==> config.mk <==
export PLATFORM = sky130hd
export DESIGN_NAME = config_sequencer
export DESIGN_NICKNAME = d
export VERILOG_FILES = /design/src/rtl/config_sequencer.sv
export SDC_FILE = /design/constraint.sdc
export NUM_CORES = 1
export LEC_CHECK = 0
export BUFFER_PORTS_ARGS = -buffer_cell sky130_fd_sc_hd__buf_2
export CELL_PAD_IN_SITES_DETAIL_PLACEMENT = 2
export CELL_PAD_IN_SITES_GLOBAL_PLACEMENT = 2
export CORE_UTILIZATION = 33
export DETAILED_ROUTE_END_ITERATION = 12
export PLACE_DENSITY = 0.83
export SYNTH_ARGS = -nofsm -noshare
export SYNTH_HDL_FRONTEND = slang
export SYNTH_SLANG_ARGS = --single-unit
==> constraint.sdc <==
create_clock -name clk -period 4.56 [get_ports clk]
set_clock_uncertainty 0.15 [all_clocks]
set_input_delay 0 -clock clk [delete_from_list [all_inputs] [get_ports clk]]
set_output_delay 0 -clock clk [all_outputs]
set_load 0.01 [all_outputs]
==> src/rtl/config_sequencer.sv <==
// Config command front end: single/burst write/read commands to the node
// configurator, read data returned through a 2-entry response FIFO.
module config_sequencer #(
  parameter int CDW   = 21,
  parameter int CAW   = 15,
  parameter int ATW   = 3,
  parameter int LEN_W = 8
) (
  input  logic             clk,
  input  logic             rst,
  input  logic             cmd_valid,
  output logic             cmd_ready,
  input  logic [1:0]       cmd_op,
  input  logic [CAW-1:0]   cmd_addr,
  input  logic [LEN_W-1:0] cmd_len,
  input  logic             wdat_valid,
  output logic             wdat_ready,
  input  logic [CDW-1:0]   wdat_data,
  output logic             rsp_valid,
  input  logic             rsp_ready,
  output logic [CDW-1:0]   rsp_data,
  output logic             rsp_last,
  output logic             busy,
  output logic             config_we,
  output logic [CAW-1:0]   config_waddr,
  output logic [CDW-1:0]   config_wdata,
  output logic             config_re,
  output logic [CAW-1:0]   config_raddr,
  input  logic [CDW-1:0]   config_rdata,
  input  logic             config_clear_done
);

  localparam int LW = CAW - ATW;

  typedef enum logic [1:0] {
    S_IDLE,
    S_WR,
    S_RD,
    S_CLR
  } state_t;

  state_t           state_q, state_d;
  logic [CAW-1:0]   addr_q, addr_d;
  logic [LEN_W-1:0] cnt_q, cnt_d;
  logic             wr_fire;
  logic             rd_issue;
  logic             infl_q;
  logic             infl_last_q;

  logic [CDW:0]     mem [2];
  logic             rptr_q, wptr_q;
  logic [1:0]       fcnt_q;
  logic             push, pop;
  logic             rd_room;

  // Low field wraps; the type field pins a burst to its region.
  function automatic logic [CAW-1:0] addr_inc(input logic [CAW-1:0] a);
    return {a[CAW-1:LW], a[LW-1:0] + LW'(1)};
  endfunction

  assign push = infl_q;
  assign pop  = rsp_valid & rsp_ready;

  // A pop this cycle frees the slot the new read lands in two edges later.
  assign rd_room = ({1'b0, fcnt_q} + {2'b0, infl_q})
                 < (3'd2 + {2'b0, pop});

  always_comb begin
    state_d    = state_q;
    addr_d     = addr_q;
    cnt_d      = cnt_q;
    cmd_ready  = 1'b0;
    wdat_ready = 1'b0;
    wr_fire    = 1'b0;
    rd_issue   = 1'b0;
    unique case (state_q)
      S_IDLE: begin
        cmd_ready = 1'b1;
        if (cmd_valid) begin
          addr_d  = cmd_addr;
          cnt_d   = cmd_op[1] ? cmd_len : '0;
          state_d = cmd_op[0] ? S_RD : S_WR;
        end
      end
      S_WR: begin
        wdat_ready = 1'b1;
        if (wdat_valid) begin
          wr_fire = 1'b1;
          addr_d  = addr_inc(addr_q);
          cnt_d   = cnt_q - LEN_W'(1);
          if (cnt_q == '0) begin
            if (addr_q == '0 && wdat_data[1] && !config_clear_done)
              state_d = S_CLR;
            else
              state_d = S_IDLE;
          end
        end
      end
      S_RD: begin
        if (rd_room) begin
          rd_issue = 1'b1;
          addr_d   = addr_inc(addr_q);
          cnt_d    = cnt_q - LEN_W'(1);
          if (cnt_q == '0)
            state_d = S_IDLE;
        end
      end
      S_CLR: begin
        if (config_clear_done)
          state_d = S_IDLE;
      end
      default: state_d = S_IDLE;
    endcase
    if (rst) begin
      cmd_ready  = 1'b0;
      wdat_ready = 1'b0;
      wr_fire    = 1'b0;
      rd_issue   = 1'b0;
    end
  end

  always_ff @(posedge clk) begin
    if (rst) begin
      state_q      <= S_IDLE;
      addr_q       <= '0;
      cnt_q        <= '0;
      config_we    <= 1'b0;
      config_waddr <= '0;
      config_wdata <= '0;
      infl_q       <= 1'b0;
      infl_last_q  <= 1'b0;
    end else begin
      state_q     <= state_d;
      addr_q      <= addr_d;
      cnt_q       <= cnt_d;
      config_we   <= wr_fire;
      infl_q      <= rd_issue;
      infl_last_q <= rd_issue && (cnt_q == '0);
      if (wr_fire) begin
        config_waddr <= addr_q;
        config_wdata <= wdat_data;
      end
    end
  end

  always_ff @(posedge clk) begin
    if (rst) begin
      mem[0] <= '0;
      mem[1] <= '0;
      rptr_q <= 1'b0;
      wptr_q <= 1'b0;
      fcnt_q <= '0;
    end else begin
      if (push) begin
        mem[wptr_q] <= {infl_last_q, config_rdata};
        wptr_q      <= ~wptr_q;
      end
      if (pop)
        rptr_q <= ~rptr_q;
      fcnt_q <= fcnt_q + {1'b0, push} - {1'b0, pop};
    end
  end

  assign rsp_valid    = (fcnt_q != '0);
  assign rsp_data     = rsp_valid ? mem[rptr_q][CDW-1:0] : '0;
  assign rsp_last     = rsp_valid ? mem[rptr_q][CDW] : 1'b0;
  assign config_re    = rd_issue;
  assign config_raddr = addr_q;
  assign busy         = !rst && ((state_q != S_IDLE) || rsp_valid || infl_q);

endmodule

== Word level (Yosys, flattened, before mapping) ==
Memory sizes are Yosys's and may differ from the RTL's. A register that Yosys moved wholly into a read port is not among the register bits.
Index checks and enable logic that the tools add are counted.
Operators by class
  add/subtract/negate cells: 6
  order comparisons: 1
  equal/unequal tests: 9
  mux-type cells: 40
  bitwise logic cells: 5
  reduce and logical (&&, ||, !) cells: 18
Operators by type and width (count)
  15-bit one-hot mux with 3 select lines: 1
  8-bit 2-to-1 mux: 4
  12-bit 2-to-1 mux: 2
  8-bit one-hot mux with 3 select lines: 1
  22-bit 2-to-1 mux: 1
  22-bit OR reduction: 1
  21-bit 2-to-1 mux: 1
  1-bit 2-to-1 mux: 20
  2-bit 2-to-1 mux: 8
  15-bit zero test: 1
  15-bit 2-to-1 mux: 1
  12-bit by 1-bit adder with 12-bit output (second input constant): 1
  2-bit != test (second input constant): 6
  8-bit zero test: 1
  2-bit one-hot mux with 4 select lines: 1
  4-bit AND reduction: 2
  8-bit by 1-bit subtractor with 8-bit output (second input constant): 1
  6-bit AND reduction: 1
  2-bit equality test (second input constant): 2
  1-bit logical AND: 4
  1-bit inverter: 4
  2-bit nonzero test: 2
  2-bit by 1-bit adder with 3-bit output: 1
  2-bit by 1-bit adder with 3-bit output (first input constant): 1
  9 further kinds: 11
Word-level totals
  register bits after elaboration: 68
  bits in writable memories: 44
  input bits: 73
  output and inout bits: 79
  word-level logic and storage cells: 92
  memories: 1
Memory list
  mem: depth 2, bits a word 22, read ports 1, clocked after memory_dff 1, wr ports 2, RTL line 50  | logic [CDW:0] mem [2];

== Longest topological paths before layout ==
  depth in word-level cells: 8
  gate-level depth with buffers: 9
  gate-level depth less buffers: 8

== Least setup slack after synthesis ==
No wires, ideal clock.
  path type: flip-flop to flip-flop
  start point: register state_q[0]
  end point: register addr_q[0], in the netlist config_raddr[0]
  setup time: 0.086 ns
  arrival time: 1.737 ns
  required time: 4.324 ns
  path slack: 2.586 ns
  cell stages (with the launch flop): 8
  path buffers: 1
  clock period less this slack: 1.974 ns
  path through: dfxtp_1 > inv_1 > ha_1 > a2111oi_2 > and2_1 > buf_6 > o21ai_1 > a221oi_2
Between the ends
  longest elaborated chain between the ends: 3
  elaborated cells between the ends (all ways): 9
  those cells by class: 5 x eq/ne; 1 x mux; 3 x reduce/logical
Ends and longest elaborated chain
  from (decl): RTL line 42  | state_t state_q, state_d;
  from (signal assigned): RTL line 133  | state_q <= state_d;
  2-bit equality test, or another cell as far along: RTL line 76  | unique case (state_q)
  2-bit != test (no line) / 3-bit nonzero test (equally long branches)
  4-bit AND reduction (no line)
  to (signal assigned): RTL line 134  | addr_q <= addr_d;
  to (decl): RTL line 43  | logic [CAW-1:0] addr_q, addr_d;
Several ways; a longest one is shown, not always the timed one. The select of a mux whose other input is x is not followed.
A chain may end at the register's enable or synchronous reset.

== Worst setup path after layout ==
  start point: register state_q[0]
  end point: register addr_q[13], in the netlist config_raddr[13]
Between the ends
  longest elaborated chain between the ends: 3
  elaborated cells between the ends (all ways): 6
  those cells by class: 2 x eq/ne; 2 x bitwise; 2 x reduce/logical
Ends and longest elaborated chain (RTL line)
  2-bit by 1-bit equality test with 1-bit output / 2-bit equality test (equally long branches): 76
  1-bit inverter (no line)
  4-bit AND reduction (no line) (*)
Every way passes the cells marked *; elsewhere a longest branch is shown, timed or not.

==> summary.md <==
| Metric | Value |
|---|---|
| Die W | `128.1 um` |
| Post-Synthesis Cells | `551` |
| Initial drt markers | `between 200 and 300` |
| Clk sink count | `around 110` |
| Syn Nets | `638` |
| Final wirelength | `around 22 mm` |
| Data arrival time of the critical path | `4.35 ns` |
| Cell Pwr Density | `about 600 nW/um^2` |
| Critical-path cell list | `inv_1, ha_1, inv_1, nand3_1, mux2i_1, dlygate4sd3_1, nor2_1, dlygate4sd3_1` |
| Die Footprint | `16,410 um^2` |
| Worst-skew pair later-pin latency | `approximately 0.42 ns` |
| Min-Delay Path Class | `in2reg` |
| Mapped cell area | `5248 um^2` |
| Cts repair resizes | `0` |
| IO Port Bufs | `roughly 150` |
| Total GRT Usage | `0.2791` |
| Post-route ant nets | `0` |
| Grt total ovfl | `0` |
| Initial antenna violation count | `0` |
| Nets@finish | `roughly 860` |
| Synth Area per Inst | `around 9.5 um^2` |
| Tcrit/Tclk final | `0.9218` |
| Ys flop type | `dfxtp_1` |
| H-Tree Depth | `4` |
| Layout overhead on the synthesized area | `44.28%` |
| DRC | `0` |
| Crit path max-delay cell type | `ha_1` |
| Final setup TNS | `0 ns` |
| Seq cells post-synth | `113` |
| Post-synth EDFFs | `44` |
| Min Tclk post-route | `4.204 ns` |
| Final RePlAce weighted congestion | `0.7580` |
| Startpoint Class | `flip-flop` |
| Worst-Margin Slew | `1.046 ns` |
| Peak VDD IR | `325.0 uV` |
| Yosys warning total | `0` |
| Max cap viols | `0` |
| Setup Buffers After CTS | `0` |
| Final Hold Vio Count | `0` |
| CP delay by family, top | `buffers and inverters` |
| Final core occ | `0.4926` |
| Largest stage delay on the critical path | `0.81 ns` |
| Outcome | `complete, no violations` |
| LEAKAGE | `3.207 nW` |
| Critical path type | `reg2reg` |
| Req. time, crit path | `about 4.7 ns` |
| Io pins | `152` |
| Max Root-Sink Buffers | `2` |
| Core area | `15,370 um^2` |
| Root buf cell | `clkbuf_16` |
| Post-DP HPWL | `~12 mm` |
| CTS tree | `yes` |
| Fraction of layout cells with a size suffix above 1 | `0.2478` |
| Slew Limit Headroom | `0.3021` |
| ANT cells | `0` |
| # setup viols final | `0` |
| DR vias/cell | `5.102` |
| Initial core utilization | `0.3414` |
| Post-synth ARST share | `0` |
| Site Rows | `45` |
| Via Count | `between 5k and 6k` |
| TritonCTS buffer count | `17` |
| Worst-path maximum fanout | `30` |
| Vias in the first global route | `between 5k and 6k` |
| Netlist cell types | `between 40 and 50` |
| Final count of pins violating max slew | `0` |
| Clock-pin slew on the worst setup and hold paths | `roughly 0.060 ns` |
| CP endpoint kind | `flip-flop` |
| Routed wire per std cell | `roughly 22 um` |
| Unrepaired setup endpoints after global routing | `no` |
| Worst setup margin | `~0.36 ns` |
| First-pass GRT wire length | `around 34 mm` |
| CP bufs+invs | `4` |
| 1st-pass router iterations | `4` |
| Maximum number of pins on one net before global-route repair | `68` |
| Register area share after synthesis | `0.5150` |
| DP Worst Slack | `around 1.5 ns` |
| Die H | `around 130 um` |
| Fmax | `237.9 MHz` |
## layout make-up
type / count / area (um^2)
clock inverter: 14 / 190.2
inverter: 17 / 63.81
multi-input combinational: 387 / 2347
fill: 1591 / 7800
tap: 211 / 264.0
timing repair buffer: 234 / 1574
clock buffer: 18 / 429.2
sequential: 113 / 2703
## registers in the layout, summed over array words and instances (netlist names), named ones only
signal and flops:
state_q 2, fcnt_q 2, rptr_q 1, cnt_q 8, wptr_q 1, config_raddr 15
infl_last_q 1, config_waddr 15, infl_q 1, config_we 1, mem 44, config_wdata 21
## kinds of logic (layout without fill, tap and decap cells)
family | Yosys count | in the layout | share of synthesized area
mux | 26 | 26 | 0.04959
simple gates | 235 | 235 | 0.2318
compound gates | 108 | 108 | 0.1235
buf+inv | 51 | 283 | 0.04006
xor+xnor | 4 | 4 | 0.006677
fa+ha+maj | 14 | 14 | 0.03338
flops | 113 | 113 | 0.5150
## layer usage
metal,GRT usage,wire [um]
met1,0.2924,8589
met2,0.5272,11710
met3,0.05467,835
met4,0.1412,765
met5,0,0
## stage by stage
stage                     area (um^2)  cells  total power, mW  hold slack (ns)
after floorplan                  5248    551            2.435         -0.09651
after global placement           6171    884            2.842          0.04460
after detailed placement         6171    884            2.964          0.05653
after CTS                        7571    994            4.473          0.05689
after global routing             7571    994            4.767           0.1541
final                            7571    994            4.536          0.08962
## where the power goes
| part | switching (mW) | internal (mW) |
|---|---|---|
| logic | 1.05 | 0.633 |
| registers | 0.193 | 1.24 |
| clock network | 0.516 | 0.911 |
| total | 1.76 | 2.78 |
## synthesized netlist by cell type (3+ instances only)
| cell | number | area, um^2 |
|---|---|---|
| o21ai_0 | 52 | 260.3 |
| nand3b_1 | 3 | 22.52 |
| nor2_1 | 49 | 183.9 |
| a21oi_1 | 22 | 110.1 |
| nor4_1 | 4 | 25.02 |
| mux2i_1 | 26 | 260.3 |
| a211oi_1 | 7 | 52.55 |
| a32o_1 | 4 | 40.04 |
| inv_1 | 17 | 63.81 |
| nand3_1 | 7 | 35.03 |
| nor4b_1 | 4 | 35.03 |
| edfxtp_1 | 44 | 1321 |
| nor3_1 | 7 | 35.03 |
| buf_2 | 9 | 45.04 |
| and3_1 | 4 | 25.02 |
| ha_1 | 14 | 175.2 |
| and2_1 | 48 | 300.3 |
| dfxtp_1 | 69 | 1381 |
| nor2b_1 | 10 | 62.56 |
| o21ai_1 | 5 | 25.02 |
| a31oi_1 | 4 | 25.02 |
| nand2b_1 | 34 | 212.7 |
| nand2_1 | 58 | 217.7 |
| clkbuf_1 | 24 | 90.09 |
## repair_timing
item                                    in CTS  in global routing
endpoints found under the setup margin       0                  0
hold buffers                                78                  0
endpoints found under the hold margin       96                  0
## path summary, 6_finish.rpt
check / startpoint / endpoint / slack [ns] / cells after the start
min: cmd_op[1] / cnt_q[7] / 0.09 / 6
max reg2reg: state_q[0] / config_raddr[13] / 0.36 / 8
max: state_q[0] / config_raddr[13] / 0.36 / 8
min reg2reg: config_waddr[8] / config_waddr[8] / 0.33 / 2
## worst min-delay path: cells and delay by family
| family | cells | cell delay [ns] |
|---|---|---|
| AOI/OAI and AO/OA | 2 | 0.12 |
| buffers and inverters | 1 | 0.11 |
| and+or+nand+nor | 3 | 0.37 |
## cells in the final DEF (no fill, tap or decap), drive strengths merged, types with 2 or more instances in the layout
| master | synthesis | routed |
|---|---|---|
| clkinvlp | 0 | 4 |
| a221oi | 3 | 3 |
| o31ai | 2 | 2 |
| bufinv | 0 | 4 |
| nand3 | 7 | 7 |
| o21ai | 57 | 57 |
| and2 | 48 | 48 |
| nand2 | 58 | 58 |
| nor4b | 4 | 4 |
| clkinv | 0 | 7 |
| inv | 17 | 16 |
| edfxtp | 44 | 44 |
| ha | 14 | 14 |
| a21oi | 22 | 22 |
| a31oi | 4 | 4 |
| a211oi | 7 | 7 |
| clkbuf | 24 | 18 |
| nor2 | 49 | 49 |
| xnor2 | 2 | 2 |
| dlygate4sd3 | 0 | 78 |
| o211ai | 2 | 2 |
| nor3 | 7 | 7 |
| mux2i | 26 | 26 |
| dfxtp | 69 | 69 |
| nand3b | 3 | 3 |
| and3 | 4 | 4 |
| and4b | 2 | 2 |
| xor2 | 2 | 2 |
| nor4 | 5 | 5 |
| a32o | 4 | 4 |
| nand2b | 34 | 34 |
| buf | 10 | 156 |
| nor2b | 10 | 10 |
Note: power is estimated with default switching activity, not from simulation.
